[config.mk]
export PLATFORM = sky130hd
export DESIGN_NAME = way_select_ctrl
export DESIGN_NICKNAME = d
export VERILOG_FILES = /design/src/rtl/way_sel_pkg.sv /design/src/rtl/plru_tree8.sv /design/src/rtl/way_select_ctrl.sv
export SDC_FILE = /design/constraint.sdc
export NUM_CORES = 1
export LEC_CHECK = 0
export CORE_AREA = 8 8 110 112
export DETAILED_ROUTE_END_ITERATION = 16
export DIE_AREA = 0 0 118 120
export HOLD_SLACK_MARGIN = 0.15
export PLACE_DENSITY = 0.82
export SLEW_MARGIN = 20
export SYNTH_ARGS = -nofsm -noshare
export SYNTH_HDL_FRONTEND = slang
export SYNTH_SLANG_ARGS = --single-unit
[constraint.sdc]
create_clock -name clk -period 6.69 [get_ports clk]
set_input_delay 1.338 -clock clk [delete_from_list [all_inputs] [get_ports clk]]
set_output_delay 1.338 -clock clk [all_outputs]
set_load 0.02 [all_outputs]
[src/rtl/way_sel_pkg.sv]
// Shared definitions for the way-select controller.
// Contents: geometry constants, FSM state enum, lowest-set-bit helper.
package way_sel_pkg;

    localparam int unsigned WAYS   = 8;
    localparam int unsigned SETS   = 16;
    localparam int unsigned IDX_W  = 4;
    localparam int unsigned SEL_W  = 3;
    localparam int unsigned PLRU_W = 7;

    typedef enum logic [1:0] {
        StIdle    = 2'd0,
        StResolve = 2'd1,
        StDone    = 2'd2
    } state_e;

    // Index of the lowest set bit; 0 when no bit is set.
    function automatic logic [SEL_W-1:0] lowest_one(input logic [7:0] v);
        logic [SEL_W-1:0] r;
        r = '0;
        for (int i = 7; i >= 0; i--) begin
            if (v[i]) begin
                r = SEL_W'(i);
            end
        end
        return r;
    endfunction

endpackage

[src/rtl/plru_tree8.sv]
// Combinational 8-way tree-PLRU helper.
// Ports:
//   bits_i   - current 7 PLRU node bits (node 0 root, node k children 2k+1/2k+2)
//   access_i - way being accessed
//   victim_o - way the tree currently points at
//   bits_o   - node bits after the path to access_i is turned away from it
// A node bit of 0 points to the lower-index half.
module plru_tree8
    import way_sel_pkg::*;
(
    input  logic [PLRU_W-1:0] bits_i,
    input  logic [SEL_W-1:0]  access_i,
    output logic [SEL_W-1:0]  victim_o,
    output logic [PLRU_W-1:0] bits_o
);

    logic       v2;
    logic       v1;
    logic       v0;
    logic [2:0] vic_node1;
    logic [2:0] vic_node2;
    logic [2:0] acc_node1;
    logic [2:0] acc_node2;

    // Follow the pointers from the root down to a leaf.
    always_comb begin
        v2        = bits_i[0];
        vic_node1 = 3'd1 + {2'b00, v2};
        v1        = bits_i[vic_node1];
        vic_node2 = 3'd3 + {1'b0, v2, v1};
        v0        = bits_i[vic_node2];
        victim_o  = {v2, v1, v0};
    end

    // Each node on the accessed path points at the sibling half.
    always_comb begin
        acc_node1         = 3'd1 + {2'b00, access_i[2]};
        acc_node2         = 3'd3 + {1'b0, access_i[2:1]};
        bits_o            = bits_i;
        bits_o[0]         = ~access_i[2];
        bits_o[acc_node1] = ~access_i[1];
        bits_o[acc_node2] = ~access_i[0];
    end

endmodule

[src/rtl/way_select_ctrl.sv]
// Way-select controller: resolves a lookup into a way select for the 8:1 way
// multiplexor (hit way, else first invalid way, else PLRU victim) and keeps
// per-set tree-PLRU state.
// Ports:
//   clk, reset          - clock, synchronous active-high reset
//   req_valid/req_ready - request handshake (ready only in idle)
//   req_index           - set index
//   hit_vec, valid_vec  - per-way tag match / line valid
//   sel, sel_valid      - way select, one-cycle qualifier
//   hit, multi_hit      - hit result and multiple-hit flag
//   hit_count, miss_count - saturating statistics (WAY_SEL_STATS_EN only)
// Optional feature macro: WAY_SEL_STATS_EN.
module way_select_ctrl #(
    parameter int unsigned WAYS = way_sel_pkg::WAYS,
    parameter int unsigned SETS = way_sel_pkg::SETS
) (
    input  logic                          clk,
    input  logic                          reset,
    input  logic                          req_valid,
    output logic                          req_ready,
    input  logic [way_sel_pkg::IDX_W-1:0] req_index,
    input  logic [WAYS-1:0]               hit_vec,
    input  logic [WAYS-1:0]               valid_vec,
    output logic [way_sel_pkg::SEL_W-1:0] sel,
    output logic                          sel_valid,
    output logic                          hit,
`ifdef WAY_SEL_STATS_EN
    output logic [15:0]                   hit_count,
    output logic [15:0]                   miss_count,
`endif
    output logic                          multi_hit
);
    import way_sel_pkg::*;

    state_e            state_q, state_d;
    logic [IDX_W-1:0]  idx_q, idx_d;
    logic [WAYS-1:0]   hv_q, hv_d;
    logic [WAYS-1:0]   vv_q, vv_d;
    logic [SEL_W-1:0]  sel_q, sel_d;
    logic              hit_q, hit_d;
    logic              multi_q, multi_d;

    logic [PLRU_W-1:0] plru_q [SETS];
    logic [PLRU_W-1:0] plru_cur;
    logic [PLRU_W-1:0] plru_row_d;
    logic              plru_we;
    logic [SEL_W-1:0]  victim;

    assign plru_cur = plru_q[idx_q];

    // The set's bits are stable across RESOLVE and DONE, so one tree serves both
    // the victim lookup (RESOLVE) and the update toward sel_q (DONE).
    plru_tree8 u_plru_tree8 (
        .bits_i   (plru_cur),
        .access_i (sel_q),
        .victim_o (victim),
        .bits_o   (plru_row_d)
    );

    always_comb begin
        state_d   = state_q;
        idx_d     = idx_q;
        hv_d      = hv_q;
        vv_d      = vv_q;
        sel_d     = sel_q;
        hit_d     = hit_q;
        multi_d   = multi_q;
        plru_we   = 1'b0;
        req_ready = (state_q == StIdle) && !reset;

        unique case (state_q)
            StIdle: begin
                if (req_valid && req_ready) begin
                    idx_d   = req_index;
                    hv_d    = hit_vec;
                    vv_d    = valid_vec;
                    state_d = StResolve;
                end
            end
            StResolve: begin
                hit_d   = |hv_q;
                multi_d = |(hv_q & (hv_q - 1'b1));
                if (|hv_q) begin
                    sel_d = lowest_one(hv_q);
                end else if (vv_q != 8'hFF) begin
                    // All-invalid sets fall out here as way 0.
                    sel_d = lowest_one(~vv_q);
                end else begin
                    sel_d = victim;
                end
                state_d = StDone;
            end
            StDone: begin
                plru_we = 1'b1;
                state_d = StIdle;
            end
            default: begin
                state_d = StIdle;
            end
        endcase
    end

    always_ff @(posedge clk) begin
        if (reset) begin
            state_q <= StIdle;
            idx_q   <= '0;
            hv_q    <= '0;
            vv_q    <= '0;
            sel_q   <= '0;
            hit_q   <= 1'b0;
            multi_q <= 1'b0;
        end else begin
            state_q <= state_d;
            idx_q   <= idx_d;
            hv_q    <= hv_d;
            vv_q    <= vv_d;
            sel_q   <= sel_d;
            hit_q   <= hit_d;
            multi_q <= multi_d;
        end
    end

    always_ff @(posedge clk) begin
        if (reset) begin
            for (int s = 0; s < int'(SETS); s++) begin
                plru_q[s] <= '0;
            end
        end else if (plru_we) begin
            plru_q[idx_q] <= plru_row_d;
        end
    end

    // Gated by reset so a request abandoned in DONE never shows a pulse.
    assign sel_valid = (state_q == StDone) && !reset;
    assign sel       = sel_q;
    assign hit       = hit_q;
    assign multi_hit = multi_q;

`ifdef WAY_SEL_STATS_EN
    logic [15:0] hit_count_q, hit_count_d;
    logic [15:0] miss_count_q, miss_count_d;

    always_comb begin
        hit_count_d  = hit_count_q;
        miss_count_d = miss_count_q;
        if (state_q == StDone) begin
            if (hit_q) begin
                if (hit_count_q != 16'hFFFF) begin
                    hit_count_d = hit_count_q + 16'd1;
                end
            end else begin
                if (miss_count_q != 16'hFFFF) begin
                    miss_count_d = miss_count_q + 16'd1;
                end
            end
        end
    end

    always_ff @(posedge clk) begin
        if (reset) begin
            hit_count_q  <= '0;
            miss_count_q <= '0;
        end else begin
            hit_count_q  <= hit_count_d;
            miss_count_q <= miss_count_d;
        end
    end

    assign hit_count  = hit_count_q;
    assign miss_count = miss_count_q;
`endif

endmodule

; ---- After elaboration in Yosys (flattened, before gate mapping)
; Memory sizes are Yosys's and may differ from the RTL's. A register that Yosys moved wholly into a read port is not among the register bits.
; Index checks and enable logic that the tools add are counted.
[classes]
n_lt_le_gt_ge = 6
mux = 41
bitwise = 5
add_sub_neg = 5
n_eq_ne = 4
reduce_logical = 11
[op_table]
columns = operator, n
row1 = $mux 3, 18
row2 = $lt 3x4->1 const B, 4
row3 = $reduce_or 8->1, 2
row4 = $bwmux 7, 2
row5 = $mux 4, 3
row6 = $mux 1, 11
row7 = $and 8x8->8, 1
row8 = $ne 8x8->1 const B, 1
row9 = $not 8->8, 1
row10 = $sub 8x1->8 const B, 1
row11 = $mux 7, 1
row12 = $reduce_or 7->1, 1
row13 = $add 2x2->3 const A, 2
row14 = $bmux 1 s3, 2
row15 = $demux 1 s3, 2
row16 = $ge 3x1->1 const B, 2
row17 = $logic_and 1x1->1, 5
row18 = $add 1x1->2 const A, 2
row19 = $pmux 2 s2, 1
row20 = $not 1->1, 3
row21 = $eq 2x1->1 const B, 1
row22 = $eq 2x2->1 const B, 1
row23 = $logic_not 2->1, 1
row24 = $mux 2, 1
row25 = 3 further kinds, 3
[word_totals]
mem_bits_rw = 112
word_cells = 80
input_bits = 23
n_memories = 1
output_inout_bits = 7
reg_bits = 27
[mem_list]
columns = memory, words, word_bits, rd, rd_clocked_by_memory_dff, wr, line_no
row1 = plru_q, 16, 7, 1, 1, 16, way_select_ctrl.sv:43  ; logic [PLRU_W-1:0] plru_q [SETS];

; ---- Longest topological paths before layout
[logic_depth]
ltp_word = 11
ltp_mapped = 11
ltp_nobuf = 9

; ---- Hierarchy
; Synthesis repeated with hierarchy kept, for this count alone.
[hier_totals]
cells_unflattened = 524
hier_area_um2 = 6693.9
[by_module_without_submodules]
columns = module, area_each_um2, seq_area_each_um2, instances, cells_per_inst
row1 = way_select_ctrl, 6470.0, 3983.8, 1, 495
row2 = plru_tree8, 224.0, 0.0, 1, 29

; ---- Least setup slack after synthesis
; OpenSTA, ideal clock, no wires.
[synth_timing]
path_kind = input to output
startpoint = input port reset
endpoint = output port req_ready
path_stages = 2
n_path_buf = 1
arrival_ps = 2023
path_slack_ps = 3329
t_required_ps = 5352
path_cell_list = clkbuf_1 > nor3_1
[synth_via]
elab_chain_cells = 2
[synth_lines]
columns = item, line_no
row1 = start: declaration, way_select_ctrl.sv:18  ; input logic reset,
row2 = $logic_not 1->1, way_select_ctrl.sv:69  ; req_ready = (state_q == StIdle) && !reset;
row3 = $logic_and 1x1->1, way_select_ctrl.sv:69
row4 = end: declaration, way_select_ctrl.sv:20  ; output logic req_ready,
; No other way between the ends.

; ---- Worst setup path after layout
; Same ends and word-level chain as after synthesis.

==> impl_metrics.env <==
export IMPL_path_class="input port to output port"
export IMPL_synth_ff_type="edfxtp_1"
export IMPL_dieArea_mm2=0.01416
export IMPL_io_pins=30
export IMPL_crit_end="req_ready"
export IMPL_syn_nets=549
export IMPL_ys_seq_area_frac=0.6117
export IMPL_startpoint_type="input port"
export IMPL_yosysTopAreaCell="edfxtp_1"
export IMPL_gp_congestion=0.8461
export IMPL_grt_pass1_vias=4418
export IMPL_endpoint_kind="output port"
export IMPL_setup_viol=0
export IMPL_drtPass1Iterations=5
export IMPL_ys_seq_elements=143
export IMPL_hold_path_class="flop to flop"
export IMPL_drive_gt1_frac=0.1054
export IMPL_cp_max_fo=13
export IMPL_grt_pass1_wl_um=23530
export IMPL_syn_to_final_growth_pct=14.95
export IMPL_hpwl_um=9829
export IMPL_final_setup_tns_ns=0
export IMPL_syn_inst=520
export IMPL_cts_num_sinks=143
export IMPL_n_antenna_cell=0
export IMPL_vias_per_cell=6.264
export IMPL_cap_violations=0
export IMPL_synth_edff_count=112
export IMPL_design_area_mm2=0.007486
export IMPL_r2r_cells=10
export IMPL_post_cts_resize_count=0
export IMPL_max_clock_freq_mhz=230.5
export IMPL_synth_top_area_frac=0.5164
export IMPL_via_count=4385
export IMPL_p_per_area_mw_per_mm2=295.9
export IMPL_ir_worst_vdd_v=0.0001578
export IMPL_drt_wirelength_per_cell_um=21.45
export IMPL_period_minus_slack_ns=4.338
export IMPL_tightestPinTransition_ns=0.9957
export IMPL_synth_area_mm2=0.006512
export IMPL_leakagePower_nw=2.674
export IMPL_cp_startpoint="reset"
export IMPL_grt_max_degree=25
export IMPL_clkTransAtPathRegs_ns=0.06
export IMPL_antenna_found_initial=0
export IMPL_outcome="completed"
export IMPL_timing_rr_end="sel[0]$_SDFFE_PP0N_"
export IMPL_crit_arrival_ns=3.00
export IMPL_drt_total_wl_um=15010
export IMPL_rows=38
export IMPL_htreeDepth=4
export IMPL_finalCritPeriodShare=0.6484
export IMPL_cts_root_buf="clkbuf_8"
export IMPL_die_w_um=118
export IMPL_slew_headroom=0.3362
export IMPL_hold_viol_final=0
export IMPL_core_mm2=0.01051
export IMPL_post_cts_buffers=0
export IMPL_cts_tree="yes"
export IMPL_portBuffers=29
export IMPL_die_h_um=120
export IMPL_ctsHoldBuffers=0
export IMPL_overflow=0
export IMPL_rsz0062_at_grt="false"
export IMPL_antenna_left=0
export IMPL_clock_latency_ns=0.53
export IMPL_start_util=0.6198
export IMPL_gr_usage_all_layers=0.2185
export IMPL_clk_path_buf_depth=2
export IMPL_fin_nets=577
export IMPL_synth_cell_types=46
export IMPL_cts_buffers=17
export IMPL_report_final_slew_viol_count=0
export IMPL_drtIter0Drc=581
export IMPL_synth_warnings=0
export IMPL_rrSetupSlack_ns=3.06
export IMPL_drc=0
export IMPL_cp_required_ns=5.35
export IMPL_synth_async_reset_ratio=0
export IMPL_fin_skew_ns=0.006687
export IMPL_syn_avg_cell_area_um2=12.52
export IMPL_place_area_mm2=0.006855
export IMPL_synth_area_leaders="edfxtp_1 52%, dfxtp_1 9.5%, nor2_1 7.3%"
## through the flow
| stage | utilization | setup slack, ns | hold WS (ns) | std cells | power (mW) |
|---|---|---|---|---|---|
| after floorplan | - | 3.329 | 0.4576 | 520 | 1.160 |
| after global placement | 0.6513 | 2.378 | 0.4689 | 669 | 1.212 |
| after detailed placement | 0.6524 | 2.365 | 0.4805 | 669 | 1.221 |
| after CTS | 0.7124 | 2.363 | 0.4884 | 700 | 2.213 |
| after global routing | 0.7124 | 2.245 | 0.5097 | 700 | 2.269 |
| final | 0.7124 | 2.352 | 0.4911 | 700 | 2.215 |
## synthesized netlist by cell type, types with 2 or more instances
master      n
clkbuf_1   10
inv_1      10
ha_1        6
buf_2       4
o21ai_1     2
mux2i_4     5
nor4_1      3
nor3b_1     2
mux4_1     16
nand2b_1    5
buf_6       4
mux4_2     16
maj3_1      2
buf_4       3
nand2_1    78
nand4_1     3
nand3_1    10
nor2_1    126
nor2b_1     4
dfxtp_1    31
o22ai_1     5
o21ai_0     8
a32oi_1     2
a21oi_1    27
nor3_1      6
edfxtp_1  112
## cells by family (layout without fill, tap and decap cells)
| group | after synthesis | in the layout | share of synthesized area |
|---|---|---|---|
| AO/OA/AOI/OAI | 55 | 55 | 0.05188 |
| adder cells (fa/ha/maj) | 8 | 8 | 0.01460 |
| buffers and inverters | 35 | 75 | 0.03151 |
| flip-flops | 143 | 143 | 0.6117 |
| multiplexers | 37 | 37 | 0.1372 |
| AND/OR/NAND/NOR | 242 | 242 | 0.1531 |
## power by group
group	leakage (nW)	switching [mW]	internal, mW	total, mW
clock	0.298	0.361	0.643	1.00
combinational	0.966	0.123	0.0754	0.198
sequential	1.41	0.0236	0.989	1.01
## layer usage
| metal | global-route usage | share of wire | vias up |
|---|---|---|---|
| met4 | 0.1169 | 0.035 | 0 |
| met1 | 0.2510 | 0.38 | 2135 |
| li1 | - | - | 1957 |
| met5 | 0 | 0 | - |
| met3 | 0.05402 | 0.086 | 51 |
| met2 | 0.3741 | 0.50 | 242 |
## cells in the final DEF, fill, tap and decap left out, drive strengths merged, types with 4 or more instances in the layout
cell type / count
nor2: 126
edfxtp: 112
nand2: 78
mux4: 32
dfxtp: 31
clkdlybuf4s50: 29
a21oi: 27
clkbuf: 18
inv: 12
nand3: 10
o21ai: 10
nor3: 7
ha: 6
nand2b: 5
o22ai: 5
mux2i: 5
bufinv: 5
nor2b: 4
buf: 4
clkinv: 4
## worst min-delay path by stage
| stage | slack [ns] | cells past startpoint | endpoint | startpoint |
|---|---|---|---|---|
| 2_1_floorplan | 0.46 | 2 | vv_q[6]$_SDFFE_PP0P_ | vv_q[6]$_SDFFE_PP0P_ |
| 3_3_place_gp | 0.47 | 2 | vv_q[0]$_SDFFE_PP0P_ | vv_q[0]$_SDFFE_PP0P_ |
| 3_5_place_dp | 0.48 | 2 | vv_q[0]$_SDFFE_PP0P_ | vv_q[0]$_SDFFE_PP0P_ |
| 4_1_cts | 0.49 | 2 | vv_q[0]$_SDFFE_PP0P_ | vv_q[0]$_SDFFE_PP0P_ |
| 5_1_grt | 0.51 | 2 | vv_q[4]$_SDFFE_PP0P_ | vv_q[4]$_SDFFE_PP0P_ |
| 6_report | 0.49 | 2 | vv_q[0]$_SDFFE_PP0P_ | vv_q[0]$_SDFFE_PP0P_ |
## final cells by class
cell class | instances | area, µm²
Sequential cell | 143 | 3984
Fill cell | 676 | 3022
Multi-Input combinational cell | 342 | 2335
Clock buffer | 18 | 417.9
Timing Repair Buffer | 33 | 320.3
Clock inverter | 13 | 212.7
Tap cell | 140 | 175.2
Inverter | 11 | 41.29
## worst max-delay path, cell delays in order
cell and delay (ns):
clkdlybuf4s50_1 0.64, nor3_1 0.35, clkdlybuf4s50_1 0.67
## sequential cells by signal, summed over array words and instances (netlist names), named ones only
name       cells
sel            3
hit            1
state_q        2
plru_q       112
hv_q           8
idx_q          4
vv_q           8
multi_hit      1
Power figures use the tool's default switching activity.
